$ cat config.mk
export PLATFORM = sky130hd
export DESIGN_NAME = uart_ctrl_top_flat
export DESIGN_NICKNAME = d
export VERILOG_FILES = /design/src/rtl/uart_ctrl_top_if.sv /design/src/rtl/uart_ctrl_top.sv /design/src/flat_wrapper.sv
export SDC_FILE = /design/constraint.sdc
export NUM_CORES = 1
export LEC_CHECK = 0
export CORE_MARGIN = 3
export CORE_UTILIZATION = 40
export CTS_CLUSTER_DIAMETER = 100
export DETAILED_ROUTE_END_ITERATION = 8
export GPL_ROUTABILITY_DRIVEN = 1
export PLACE_DENSITY_LB_ADDON = 0.08
export SLEW_MARGIN = 20
export SYNTH_ARGS = -nofsm -noshare
export SYNTH_HDL_FRONTEND = slang
export SYNTH_SLANG_ARGS = --single-unit
$ cat constraint.sdc
create_clock -name clk -period 2.8 [get_ports clk]
set_input_delay 0.42 -clock clk [delete_from_list [all_inputs] [get_ports clk]]
set_output_delay 0.42 -clock clk [all_outputs]
set_load 0.005 [all_outputs]
$ cat src/rtl/uart_ctrl_top_if.sv
// Pin-side bundle of the UART controller: button, serial lines, tx byte and status.
// slave  : the controller (reads btn_start/rx/tx_din, drives everything else).
// master : board/user side that drives the requests and watches the status.
`timescale 1ns/1ps
interface uart_ctrl_top_if;
  logic       btn_start;  // transmit request level, asynchronous
  logic       rx;         // serial receive line, idle high
  logic [7:0] tx_din;     // byte captured when a request is accepted
  logic       tx_busy;    // frame in progress on tx
  logic [7:0] rx_data;    // last good received byte
  logic       rx_done;    // 1-clk pulse per good frame
  logic       tx_done;    // 1-clk pulse at end of tx stop bit
  logic       tx;         // serial transmit line, idle high

  modport slave (
    input  btn_start, rx, tx_din,
    output tx_busy, rx_data, rx_done, tx_done, tx
  );
  modport master (
    output btn_start, rx, tx_din,
    input  tx_busy, rx_data, rx_done, tx_done, tx
  );
endinterface

$ cat src/rtl/uart_ctrl_top.sv
// Full-duplex 8N1 UART: shared oversample tick, button-triggered TX, RX with false-start/framing rejection.
// Latency: TX start bit begins at the first tick after a request is accepted; rx_done fires mid stop bit.
// Backpressure: requests arriving while TX is not idle are dropped; no flow control on rx.
// Optional: `define UART_ECHO_EN to add a 1-byte echo buffer that retransmits each good rx byte.
// Ports: clk, rst (async active-low); uart (slave modport): btn_start, rx, tx_din in;
//        tx_busy, rx_data, rx_done, tx_done, tx out.
`timescale 1ns/1ps
module uart_ctrl_top #(
  parameter int CLK_FREQ   = 100_000_000,
  parameter int BAUD       = 9600,
  parameter int OVERSAMPLE = 16
) (
  input  logic           clk,
  input  logic           rst,
  uart_ctrl_top_if.slave uart
);

  localparam int DIV = CLK_FREQ / (BAUD * OVERSAMPLE);
  localparam int CW  = (DIV > 1) ? $clog2(DIV) : 1;
  localparam int OSW = $clog2(OVERSAMPLE);
  localparam logic [CW-1:0]  DIV_LAST = CW'(DIV - 1);
  localparam logic [OSW-1:0] OS_LAST  = OSW'(OVERSAMPLE - 1);
  localparam logic [OSW-1:0] OS_MID   = OSW'(OVERSAMPLE / 2 - 1);

  // ---------------- shared tick ----------------
  logic [CW-1:0] r_div_cnt;
  logic          w_tick;

  assign w_tick = (r_div_cnt == DIV_LAST);

  always_ff @(posedge clk or negedge rst) begin
    if (!rst)        r_div_cnt <= '0;
    else if (w_tick) r_div_cnt <= '0;
    else             r_div_cnt <= r_div_cnt + CW'(1);
  end

  // ---------------- input synchronizers ----------------
  logic r_btn_m, r_btn_s, r_btn_d;
  logic r_rx_m, r_rx_s;
  logic w_btn_rise;

  always_ff @(posedge clk or negedge rst) begin
    if (!rst) begin
      r_btn_m <= 1'b0;
      r_btn_s <= 1'b0;
      r_btn_d <= 1'b0;
      r_rx_m  <= 1'b1;
      r_rx_s  <= 1'b1;
    end else begin
      r_btn_m <= uart.btn_start;
      r_btn_s <= r_btn_m;
      r_btn_d <= r_btn_s;
      r_rx_m  <= uart.rx;
      r_rx_s  <= r_rx_m;
    end
  end

  assign w_btn_rise = r_btn_s & ~r_btn_d;

  // ---------------- receiver ----------------
  typedef enum logic [1:0] {RX_IDLE, RX_START, RX_DATA, RX_STOP} rx_state_t;

  rx_state_t      r_rx_state, w_rx_state_nxt;
  logic [OSW-1:0] r_rx_tick, w_rx_tick_nxt;
  logic [2:0]     r_rx_bit, w_rx_bit_nxt;
  logic [7:0]     r_rx_shift, w_rx_shift_nxt;
  logic [7:0]     r_rx_data, w_rx_data_nxt;
  logic           r_rx_wait, w_rx_wait_nxt;  // bad stop bit seen, waiting for line to go idle
  logic           r_rx_done, w_rx_done_nxt;

  always_comb begin
    w_rx_state_nxt = r_rx_state;
    w_rx_tick_nxt  = r_rx_tick;
    w_rx_bit_nxt   = r_rx_bit;
    w_rx_shift_nxt = r_rx_shift;
    w_rx_data_nxt  = r_rx_data;
    w_rx_wait_nxt  = r_rx_wait;
    w_rx_done_nxt  = 1'b0;
    case (r_rx_state)
      RX_IDLE: begin
        if (!r_rx_s) begin
          w_rx_state_nxt = RX_START;
          w_rx_tick_nxt  = '0;
        end
      end
      RX_START: begin
        if (w_tick) begin
          if (r_rx_tick == OS_MID) begin
            // Mid start bit: a high line here means the low was a glitch.
            w_rx_tick_nxt = '0;
            w_rx_bit_nxt  = '0;
            w_rx_state_nxt = r_rx_s ? RX_IDLE : RX_DATA;
          end else begin
            w_rx_tick_nxt = r_rx_tick + OSW'(1);
          end
        end
      end
      RX_DATA: begin
        if (w_tick) begin
          if (r_rx_tick == OS_LAST) begin
            w_rx_tick_nxt  = '0;
            w_rx_shift_nxt = {r_rx_s, r_rx_shift[7:1]};
            if (r_rx_bit == 3'd7) w_rx_state_nxt = RX_STOP;
            else                  w_rx_bit_nxt   = r_rx_bit + 3'd1;
          end else begin
            w_rx_tick_nxt = r_rx_tick + OSW'(1);
          end
        end
      end
      RX_STOP: begin
        if (r_rx_wait) begin
          if (r_rx_s) begin
            w_rx_wait_nxt  = 1'b0;
            w_rx_state_nxt = RX_IDLE;
          end
        end else if (w_tick) begin
          if (r_rx_tick == OS_LAST) begin
            w_rx_tick_nxt = '0;
            if (r_rx_s) begin
              w_rx_data_nxt  = r_rx_shift;
              w_rx_done_nxt  = 1'b1;
              w_rx_state_nxt = RX_IDLE;
            end else begin
              w_rx_wait_nxt = 1'b1;
            end
          end else begin
            w_rx_tick_nxt = r_rx_tick + OSW'(1);
          end
        end
      end
      default: w_rx_state_nxt = RX_IDLE;
    endcase
  end

  always_ff @(posedge clk or negedge rst) begin
    if (!rst) begin
      r_rx_state <= RX_IDLE;
      r_rx_tick  <= '0;
      r_rx_bit   <= '0;
      r_rx_shift <= '0;
      r_rx_data  <= '0;
      r_rx_wait  <= 1'b0;
      r_rx_done  <= 1'b0;
    end else begin
      r_rx_state <= w_rx_state_nxt;
      r_rx_tick  <= w_rx_tick_nxt;
      r_rx_bit   <= w_rx_bit_nxt;
      r_rx_shift <= w_rx_shift_nxt;
      r_rx_data  <= w_rx_data_nxt;
      r_rx_wait  <= w_rx_wait_nxt;
      r_rx_done  <= w_rx_done_nxt;
    end
  end

  // ---------------- transmitter ----------------
  typedef enum logic [1:0] {TX_IDLE, TX_START, TX_DATA, TX_STOP} tx_state_t;

  tx_state_t      r_tx_state, w_tx_state_nxt;
  logic           r_tx_arm, w_tx_arm_nxt;   // byte latched, waiting for the next tick to start
  logic [OSW-1:0] r_tx_tick, w_tx_tick_nxt;
  logic [2:0]     r_tx_bit, w_tx_bit_nxt;
  logic [7:0]     r_tx_shift, w_tx_shift_nxt;
  logic           r_tx, w_tx_nxt;
  logic           r_tx_busy, w_tx_busy_nxt;
  logic           r_tx_done, w_tx_done_nxt;
  logic           w_tx_free;
  logic           w_tx_load;
  logic [7:0]     w_tx_load_dat;

  assign w_tx_free = (r_tx_state == TX_IDLE) && !r_tx_arm;

`ifdef UART_ECHO_EN
  logic       r_echo_pend;
  logic [7:0] r_echo_dat;
  logic       w_echo_take;

  assign w_echo_take = w_tx_free & r_echo_pend;

  // A fresh rx byte wins over the clear, so an overlapping take still leaves the new byte pending.
  always_ff @(posedge clk or negedge rst) begin
    if (!rst) begin
      r_echo_pend <= 1'b0;
      r_echo_dat  <= '0;
    end else if (r_rx_done) begin
      r_echo_pend <= 1'b1;
      r_echo_dat  <= r_rx_data;
    end else if (w_echo_take) begin
      r_echo_pend <= 1'b0;
    end
  end

  // Echo has priority; a button edge in the same cycle is dropped.
  assign w_tx_load     = w_tx_free & (r_echo_pend | w_btn_rise);
  assign w_tx_load_dat = r_echo_pend ? r_echo_dat : uart.tx_din;
`else
  assign w_tx_load     = w_tx_free & w_btn_rise;
  assign w_tx_load_dat = uart.tx_din;
`endif

  always_comb begin
    w_tx_state_nxt = r_tx_state;
    w_tx_arm_nxt   = r_tx_arm;
    w_tx_tick_nxt  = r_tx_tick;
    w_tx_bit_nxt   = r_tx_bit;
    w_tx_shift_nxt = r_tx_shift;
    w_tx_nxt       = r_tx;
    w_tx_busy_nxt  = r_tx_busy;
    w_tx_done_nxt  = 1'b0;
    case (r_tx_state)
      TX_IDLE: begin
        if (w_tx_load) begin
          w_tx_arm_nxt   = 1'b1;
          w_tx_busy_nxt  = 1'b1;
          w_tx_shift_nxt = w_tx_load_dat;
        end else if (r_tx_arm && w_tick) begin
          w_tx_arm_nxt   = 1'b0;
          w_tx_state_nxt = TX_START;
          w_tx_tick_nxt  = '0;
          w_tx_nxt       = 1'b0;
        end
      end
      TX_START: begin
        if (w_tick) begin
          if (r_tx_tick == OS_LAST) begin
            w_tx_tick_nxt  = '0;
            w_tx_bit_nxt   = '0;
            w_tx_state_nxt = TX_DATA;
            w_tx_nxt       = r_tx_shift[0];
          end else begin
            w_tx_tick_nxt = r_tx_tick + OSW'(1);
          end
        end
      end
      TX_DATA: begin
        if (w_tick) begin
          if (r_tx_tick == OS_LAST) begin
            w_tx_tick_nxt = '0;
            if (r_tx_bit == 3'd7) begin
              w_tx_state_nxt = TX_STOP;
              w_tx_nxt       = 1'b1;
            end else begin
              w_tx_bit_nxt   = r_tx_bit + 3'd1;
              w_tx_shift_nxt = {1'b0, r_tx_shift[7:1]};
              w_tx_nxt       = r_tx_shift[1];
            end
          end else begin
            w_tx_tick_nxt = r_tx_tick + OSW'(1);
          end
        end
      end
      TX_STOP: begin
        if (w_tick) begin
          if (r_tx_tick == OS_LAST) begin
            w_tx_tick_nxt  = '0;
            w_tx_state_nxt = TX_IDLE;
            w_tx_busy_nxt  = 1'b0;
            w_tx_done_nxt  = 1'b1;
          end else begin
            w_tx_tick_nxt = r_tx_tick + OSW'(1);
          end
        end
      end
      default: w_tx_state_nxt = TX_IDLE;
    endcase
  end

  always_ff @(posedge clk or negedge rst) begin
    if (!rst) begin
      r_tx_state <= TX_IDLE;
      r_tx_arm   <= 1'b0;
      r_tx_tick  <= '0;
      r_tx_bit   <= '0;
      r_tx_shift <= '0;
      r_tx       <= 1'b1;
      r_tx_busy  <= 1'b0;
      r_tx_done  <= 1'b0;
    end else begin
      r_tx_state <= w_tx_state_nxt;
      r_tx_arm   <= w_tx_arm_nxt;
      r_tx_tick  <= w_tx_tick_nxt;
      r_tx_bit   <= w_tx_bit_nxt;
      r_tx_shift <= w_tx_shift_nxt;
      r_tx       <= w_tx_nxt;
      r_tx_busy  <= w_tx_busy_nxt;
      r_tx_done  <= w_tx_done_nxt;
    end
  end

  assign uart.tx      = r_tx;
  assign uart.tx_busy = r_tx_busy;
  assign uart.tx_done = r_tx_done;
  assign uart.rx_data = r_rx_data;
  assign uart.rx_done = r_rx_done;

endmodule

$ cat src/flat_wrapper.sv
// flat-port wrapper written by rule: the top's interface ports become plain ports
module uart_ctrl_top_flat 
#(
  parameter int CLK_FREQ   = 100_000_000,
  parameter int BAUD       = 9600,
  parameter int OVERSAMPLE = 16
)
  (clk, rst, uart_btn_start, uart_rx, uart_tx_din, uart_tx_busy, uart_rx_data, uart_rx_done, uart_tx_done, uart_tx);
  uart_ctrl_top_if uart_i ();
  input  logic clk;
  input  logic rst;
  input wire logic [$bits(uart_i.btn_start)-1:0] uart_btn_start;
  input wire logic [$bits(uart_i.rx)-1:0] uart_rx;
  input wire logic [$bits(uart_i.tx_din)-1:0] uart_tx_din;
  output wire logic [$bits(uart_i.tx_busy)-1:0] uart_tx_busy;
  output wire logic [$bits(uart_i.rx_data)-1:0] uart_rx_data;
  output wire logic [$bits(uart_i.rx_done)-1:0] uart_rx_done;
  output wire logic [$bits(uart_i.tx_done)-1:0] uart_tx_done;
  output wire logic [$bits(uart_i.tx)-1:0] uart_tx;
  assign uart_i.btn_start = uart_btn_start;
  assign uart_i.rx = uart_rx;
  assign uart_i.tx_din = uart_tx_din;
  assign uart_tx_busy = uart_i.tx_busy;
  assign uart_rx_data = uart_i.rx_data;
  assign uart_rx_done = uart_i.rx_done;
  assign uart_tx_done = uart_i.tx_done;
  assign uart_tx = uart_i.tx;
  uart_ctrl_top #(.CLK_FREQ(CLK_FREQ), .BAUD(BAUD), .OVERSAMPLE(OVERSAMPLE)) u_core (.clk(clk), .rst(rst), .uart(uart_i));
endmodule
==> impl_metrics.yaml, run 1 <==
synth:
  syn_area_per_cell_um2: 11.7
  synth_edf_count: 0
  postSynthCellCount: 269
  yosysTopAreaCell: "dfrtp_1"
  synthArstFlopShare_pct: 100
  netlist_area_um2: 3140
  netlist_top_cells_area: "dfrtp_1 (48%), mux2_2 (13%), ha_1 (4.8%), dfstp_2 (2.5%), nand2_1 (2.0%)"
  synth_cell_type_count: 59
  synth-seq-cells: 63
  syn-num-nets: 293
  ys.warnings.count: 0
  synthDominantCellAreaShare_pct: 47.8
  ys.flop_type: "dfrtp_1"
  seq_area_frac_synth_pct: 50.3
power:
  peakVddDrop_mv: 0.374
  combPwrFrac_pct: 3.6
  p_switching_w: 0.000440
  p_per_area_nw_per_um2: 519
  p_clk_share_pct: 46.7
  internal-power_w: 0.00149
  seq_power_share_pct: 49.7
  p_sw_share_pct: 22.7
  power.leakage_nw: 1.68
finish:
  num_antenna_cells: 0
  areaGrowthSynthToFinish_pct: 18.6
  nFillCells: 727
  nets: 324
  drive_gt1_share_pct: 24.9
  most-common-layout-cells: "dfrtp_1 (60), mux2_2 (36), clkdlybuf4s50_1 (22)"
  fin_util_pct: 50.0
  fin_area_um2: 3730
  layout_commonest_cell: "dfrtp_1"
place:
  gp_congestion: 0.758
  placed_cell_area_um2: 3500
  dp_hpwl_um: 3960
  place.port_buffers: 23
sta:
  relSlewSlack_pct: 45.3
  setup-tns-final_ns: 0
  fmaxAchievable_mhz: 448
  drv_slew: 0
  finalCriticalPeriod_ns: 2.23
  fin_crit_sh_pct: 79.8
  finalHoldViolations: 0
  rsz0062_at_grt: "no"
  tightest_slew_ns: 0.821
  setup_violations: 0
  finClkSkew_ns: 0.0112
critical_path:
  required_ns: 3.04
  critical_path_class: "reg -> reg"
  cp-end-kind: "register"
  worst_setup_path_start_kind: "register"
  critical_path.max_fanout: 7
  rr_worst_depth: 4
  critical_path_arrival_ns: 2.47
drt:
  drt_iter0_markers: 116
  avgRoutedWirePerCell_um: 14.5
  viasPerCell: 5.34
  drtAntennaViolNets: 0
  drtPass1Iterations: 4
  drt-total-wl_um: 5860
  drc: 0
  vias: 2157
global_routing:
  use_met1_pct: 20.1
  grt_use_total_pct: 15.0
  met3_usage_pct: 6.06
  top_usage_layer: "met2"
  use_met2_pct: 22.0
  overflow: 0
  antenna_found_initial: 0
  grt_pass1_vias: 2115
  grt_max_degree: 64
  grt_pass1_wl_um: 10300
flow_run:
  maxCapViolations: 0
die:
  die_area_um2: 8960
  die_w_um: 94.6
  initial_core_util_pct: 42.2
  core_area_um2: 7450
  die_h_um: 94.6
  rows: 31
  pin_count: 24
clocking:
  clk_latency_ns: 0.35
  clkTransAtPathRegs_ns: 0.08
  tritoncts: "built"
  h-tree-depth: 3
  clock_sinks: 63
  clockRootBuffer: "clkbuf_8"
  holdBufCountCts: 0
  postCtsSetupBuffers: 0
  post_cts_resized: 0
  clockBufferDepth: 2
  cts_buffers: 9
worst_hold_path:
  hold_class: "in -> async"
outcome:
  outcome: "finished, final reports clean"
==> registers in the layout (all words and copies together) (netlist names), 2 cells and up, named ones only <==
register	count
u_core.r_tx_tick	4
u_core.r_tx_shift	8
u_core.r_rx_bit	3
u_core.r_tx_bit	3
u_core.r_rx_shift	8
u_core.r_tx_state	2
u_core.r_div_cnt	10
u_core.r_rx_tick	4
u_core.uart.rx_data	8
==> power by group through the flow <==
stage,registers (W),clock network [W],logic [W]
after detailed placement,0.000979,0,0.0000725
after global placement,0.000979,0,0.0000716
final,0.000961,0.000903,0.0000694
after global routing,0.000967,0.000985,0.0000793
after CTS,0.000961,0.000937,0.0000724
after floorplan,0.000973,0,0.0000343
==> final timing paths <==
kind,to,start,slack [ns]
setup / recovery,u_core.r_tx_shift[2],u_core.r_div_cnt[6],0.57
hold / removal,u_core.r_div_cnt[6],rst,0.22
setup reg to reg,u_core.r_tx_shift[2],u_core.r_div_cnt[6],0.57
hold reg to reg,u_core.r_btn_s,u_core.r_btn_m,0.36
max in group asynchronous,u_core.r_rx_bit[2],rst,2.00
min in group clk,u_core.r_btn_s,u_core.r_btn_m,0.36
==> cell usage after synthesis, drive strengths merged, types with 2 or more instances <==
| cell type | instances |
|---|---|
| nor2 | 16 |
| or2 | 4 |
| a31oi | 2 |
| nor3b | 2 |
| a21oi | 3 |
| dfstp | 3 |
| and4bb | 2 |
| a41oi | 3 |
| dfrtp | 60 |
| a211oi | 3 |
| a21o | 2 |
| a22o | 5 |
| nand2 | 17 |
| nor3 | 5 |
| inv | 11 |
| xnor2 | 4 |
| nand2b | 6 |
| nand4 | 3 |
| a32o | 2 |
| mux2 | 36 |
| o21bai | 2 |
| nor4 | 5 |
| and3 | 3 |
| xor2 | 4 |
| o21ai | 10 |
| nand3 | 11 |
| mux2i | 2 |
| ha | 12 |
| clkbuf | 7 |
==> final cells by class <==
| class | count | area (µm²) | share of cell area, % |
|---|---|---|---|
| sequential | 63 | 1580 | 42.4 |
| tap | 99 | 124 | 3.32 |
| inverter | 11 | 41.3 | 1.11 |
| multi-input combinational | 187 | 1490 | 40.0 |
| clock buffer | 9 | 124 | 3.32 |
| clock inverter | 7 | 104 | 2.79 |
| timing repair buffer | 28 | 263 | 7.05 |
==> worst max-delay path, stage by stage, from the launching register on <==
cell,delay (ns)
dfrtp_1,0.46
or3b_2,0.57
nor4_1,0.42
o21bai_1,0.32
mux2_2,0.35
==> stage by stage <==
| step | power (W) | instances | hold WS, ns | setup WS (ns) |
|---|---|---|---|---|
| 2_1_floorplan | 0.00101 | 269 | 0.124 | 0.818 |
| 3_5_place_dp | 0.00105 | 388 | 0.338 | 0.581 |
| 3_3_place_gp | 0.00105 | 388 | 0.338 | 0.605 |
| 6_report | 0.00193 | 404 | 0.216 | 0.565 |
| 4_1_cts | 0.00197 | 404 | 0.277 | 0.556 |
| 5_1_grt | 0.00203 | 404 | 0.302 | 0.383 |
==> layer usage <==
| layer | wire [µm] | up-vias |
|---|---|---|
| met5 | 0 | - |
| met4 | 92 | 0 |
| met3 | 260 | 9 |
| met2 | 2580 | 39 |
| met1 | 2920 | 1058 |
| li1 | - | 1051 |
==> logic make-up (layout without fill, tap and decap cells) <==
group           after synthesis  in the layout  share of synthesized area (%)
simple gates                 82             82                           15.6
xor+xnor                      8              8                           2.23
fa+ha+maj                    12             12                           4.78
compound gates               47             47                           11.3
buf+inv                      19             55                           2.31
flops                        63             63                           50.3
mux                          38             38                           13.5
No activity file was read; power rests on OpenSTA's default activity.
==> run 2, diff against run 1 <==
- clock period: 2.8 -> 2.2 ns (I/O delays scaled with it)
==> run 2 against run 1 <==
Effect of this change:
- first-iteration DRC count fell by 18%
- die area did not move
- count of clock-buffer cells in the layout rose by 1
- critical path depth did not move
- maximum frequency rose by 8.6%
- cell count rose by 3.2%
- register-to-register slack got worse by 0.42 ns
- clock skew fell by 0.0026 ns
==> impl_metrics.yaml, run 2 (synthesis gave the netlist of run 1 again) <==
clocking:
  clk_latency_ns: 0.34
  cts_buffers: 9
  tritoncts: "built"
  postCtsSetupBuffers: 0
  clkTransAtPathRegs_ns: 0.07
  h-tree-depth: 3
  clock_sinks: 63
  clockBufferDepth: 2
  clockRootBuffer: "clkbuf_8"
power:
  power.leakage_nw: 1.75
  total_power_w: 0.00247
  peakVddDrop_mv: 0.514
  p_per_area_nw_per_um2: 642
global_routing:
  grt_use_total_pct: 14.8
  overflow: 0
  grt_pass1_wl_um: 10300
  grt_max_degree: 44
  antenna_found_initial: 0
  grt_pass1_vias: 2218
finish:
  most-common-layout-cells: "dfrtp_1 (60), mux2_2 (36), clkdlybuf4s50_1 (22)"
  drive_gt1_share_pct: 28.0
  layout_commonest_cell: "dfrtp_1"
  areaGrowthSynthToFinish_pct: 22.5
  top_register: "u_core.r_div_cnt"
  largest_reg_flops: 10
  nets: 337
  num_antenna_cells: 0
worst_hold_path:
  hold_class: "reg -> reg"
place:
  place.port_buffers: 23
  dp_hpwl_um: 4220
  dp_slack_ns: 0.131
  gp_congestion: 0.777
sta:
  finClkSkew_ns: 0.00857
  fin_crit_sh_pct: 93.5
  fmaxAchievable_mhz: 486
  relSlewSlack_pct: 66.2
  setup_slack_ns: 0.142
  setup-tns-final_ns: 0
  finalHoldViolations: 0
  tightest_slew_ns: 0.508
  drv_slew: 0
  rsz0062_at_grt: "no"
  setup_violations: 0
  finalCriticalPeriod_ns: 2.06
die:
  die_h_um: 94.6
  rows: 31
  die_w_um: 94.6
  die_area_um2: 8960
  pin_count: 24
  initial_core_util_pct: 42.2
  core_area_um2: 7450
critical_path:
  cp-end-kind: "register"
  required_ns: 2.42
  critical_path.max_fanout: 5
  critical_path_class: "reg -> reg"
  critical_path_arrival_ns: 2.28
  worst_setup_path_start_kind: "register"
drt:
  drt-total-wl_um: 5910
  drtPass1Iterations: 4
  vias: 2162
  viasPerCell: 5.18
  drtAntennaViolNets: 0
  drc: 0
  avgRoutedWirePerCell_um: 14.2
  drt_iter0_markers: 95
flow_run:
  maxCapViolations: 0
outcome:
  outcome: "finished, final reports clean"
run 2: worst max-delay path, cell delays in order, from the launching register on:
cell,delay [ns]
dfrtp_1,0.38
or3b_2,0.54
o31ai_1,0.38
and3_1,0.31
mux2_2,0.35
run 2: timing repair:
item                                    4_1_cts  5_1_grt
endpoints found under the setup margin        0        7
hold endpoints to repair                     18        0
resized for setup                             0        2
hold buffers                                  1        0
run 2: per-layer routing:
metal	GRT usage [%]	up-vias	wire length, µm
met1	19.5	1050	2900
met2	23.1	34	2740
met5	0	-	0
met4	3.97	0	38
met3	5.26	2	233
li1	-	1076	-
run 2: worst paths after layout:
path / from / cells past startpoint / end / slack [ns]
hold reg to reg: u_core.r_btn_m / 0 / u_core.r_btn_s / 0.35
hold / removal: u_core.r_btn_m / 0 / u_core.r_btn_s / 0.35
min in group asynchronous: rst / 2 / u_core.uart.tx_done / 0.52
setup reg to reg: u_core.r_div_cnt[6] / 4 / u_core.r_rx_tick[0] / 0.14
max in group asynchronous: rst / 3 / u_core.r_rx_s / 1.03
setup / recovery: u_core.r_div_cnt[6] / 4 / u_core.r_rx_tick[0] / 0.14
run 2: final cells by class:
type / instances / area (µm²)
clock buffers: 10 / 138
clock inverters: 6 / 93.8
fillers: 685 / 3600
inverters: 11 / 41.3
multi-input cells: 187 / 1500
flip-flops and latches: 63 / 1580
well taps: 99 / 124
repair buffers: 41 / 375
run 2: stage by stage:
stage / area [µm²] / hold WS [ns] / utilization (%) / cells
after floorplan: 3140 / 0.0344 / - / 269
after global placement: 3600 / 0.327 / 48.4 / 400
after detailed placement: 3600 / 0.326 / 48.4 / 400
after CTS: 3840 / 0.353 / 51.6 / 417
after global routing: 3850 / 0.357 / 51.7 / 417
final: 3850 / 0.350 / 51.7 / 417
run 2: power breakdown:
group | switching (W) | total, W | internal (W)
logic | 0.0000410 | 0.0000964 | 0.0000555
clock network | 0.000474 | 0.00115 | 0.000674
registers | 0.0000246 | 0.00123 | 0.00120
==> run 3, diff against run 2 <==
- CORE_MARGIN: 3 -> default
- CORE_UTILIZATION: 40 -> 36
==> run 3 against run 2 <==
Effect of this change:
- non-clock buffer count increased by 2
- power decreased by 4.5%
- via count increased by 0.37%
- largest cell class unchanged
- highest routed layer unchanged
==> impl_metrics.yaml, run 3 (synthesis gave the netlist of run 1 again) <==
sta:
  relSlewSlack_pct: 67.1
  tightest_slew_ns: 0.494
  finClkSkew_ns: 0.00909
  setup_slack_ns: 0.129
  setup-tns-final_ns: 0
  setup_violations: 0
  rsz0062_at_grt: "no"
  fin_crit_sh_pct: 94.1
  fmaxAchievable_mhz: 483
  finalHoldViolations: 0
  drv_slew: 0
  finalCriticalPeriod_ns: 2.07
place:
  gp_congestion: 0.799
  dp_hpwl_um: 4090
  placed_cells: 408
  placed_cell_area_um2: 3620
  place.port_buffers: 23
  dp_slack_ns: 0.164
finish:
  fin_area_um2: 3840
  num_antenna_cells: 0
  most-common-layout-cells: "dfrtp_1 (60), mux2_2 (36), clkdlybuf4s50_1 (22)"
  top_register: "u_core.r_div_cnt"
  multi_input_area_um2: 1490
  areaGrowthSynthToFinish_pct: 22.1
  layout_commonest_cell: "dfrtp_1"
  largest_reg_flops: 10
  drive_gt1_share_pct: 28.1
  nFillCells: 782
  seq_area_um2: 1580
  instances_no_fill: 425
  nets: 339
drt:
  drt-total-wl_um: 5950
  avgRoutedWirePerCell_um: 14.0
  drt_iter0_markers: 94
  vias: 2170
  viasPerCell: 5.11
  drtAntennaViolNets: 0
  drc: 0
  drtPass1Iterations: 4
global_routing:
  antenna_found_initial: 0
  grt_use_total_pct: 15.2
  grt_max_degree: 64
  grt_pass1_vias: 2171
  grt_pass1_wl_um: 10500
  overflow: 0
critical_path:
  crit_buf_inv: 2
  cp_top_family: "simple AND/OR/NAND/NOR gates"
  critical_path_arrival_ns: 2.29
  crit_top_cell: "buf_4"
  required_ns: 2.42
  critical_path_class: "reg -> reg"
  worst_setup_path_start_kind: "register"
  cp-end-kind: "register"
  critical_path.max_fanout: 7
  slowest_delay_ns: 0.55
  slowest_stage: "or3b_2"
  worstPathCellList: "or3b_2 > nor4_1 > buf_4 > o21bai_1 > buf_4 > mux2_2"
clocking:
  clock_sinks: 63
  postCtsSetupBuffers: 0
  h-tree-depth: 3
  cts_buffers: 9
  clkTransAtPathRegs_ns: 0.07
  tritoncts: "built"
  post_cts_resized: 0
  clockRootBuffer: "clkbuf_8"
  clockBufferDepth: 2
  clk_latency_ns: 0.34
power:
  peakVddDrop_mv: 0.306
  power.leakage_nw: 1.74
  total_power_w: 0.00236
  p_per_area_nw_per_um2: 615
die:
  rows: 33
  pin_count: 24
  die_area_um2: 9110
  die_h_um: 95.4
  die_w_um: 95.4
  initial_core_util_pct: 37.7
  core_area_um2: 8340
worst_hold_path:
  hold_class: "reg -> reg"
outcome:
  outcome: "finished, final reports clean"
flow_run:
  maxCapViolations: 0
-- run 3: cell count changes in the layout (fill, tap and decap cells not counted), sizes merged --
cell / before / now
buf: 18 / 20
bufinv: 2 / 1
clkinv: 3 / 2
clkinvlp: 1 / 2
inv: 11 / 12
-- run 3: metrics by stage --
step	utilization [%]	hold WS (ns)
floorplan	-	0.0344
global placement	43.4	0.333
finish	46.0	0.351
global route	46.0	0.372
detailed placement	43.4	0.335
CTS	46.0	0.352
-- run 3: final cells by class --
cell class                      count  area share [%]
Multi-Input combinational cell    187            38.8
Clock inverter                      6            1.76
Sequential cell                    63            41.2
Tap cell                          105            3.42
Inverter                           11            1.08
Clock buffer                       10            3.59
Timing Repair Buffer               43            10.2
-- run 3: worst paths after layout --
| path | startpoint | endpoint | slack (ns) | cells past startpoint |
|---|---|---|---|---|
| max | u_core.r_div_cnt[6] | u_core.r_tx_shift[1] | 0.13 | 6 |
| min | u_core.r_btn_m | u_core.r_btn_s | 0.35 | 0 |
| max reg2reg | u_core.r_div_cnt[6] | u_core.r_tx_shift[1] | 0.13 | 6 |
| min reg2reg | u_core.r_btn_m | u_core.r_btn_s | 0.35 | 0 |
| max in group asynchronous | rst | u_core.r_rx_s | 1.35 | 3 |
| min in group asynchronous | rst | u_core.r_div_cnt[2] | 0.52 | 3 |
-- run 3: report_power, final --
group | internal (W) | switching [W]
logic | 0.0000557 | 0.0000405
clock network | 0.000558 | 0.000481
registers | 0.00120 | 0.0000241
-- run 3: timing repair --
action,in CTS,in global routing
setup endpoints to repair,0,0
hold endpoints to repair,4,0
hold buffers,1,0
-- run 3: routing by layer --
metal,wire length [µm],GRT usage [%],vias to the layer above
li1,-,-,1080
met1,3030,20.5,1060
met2,2690,23.0,23
met3,143,4.55,7
met4,89,5.60,0
met5,0,0,-
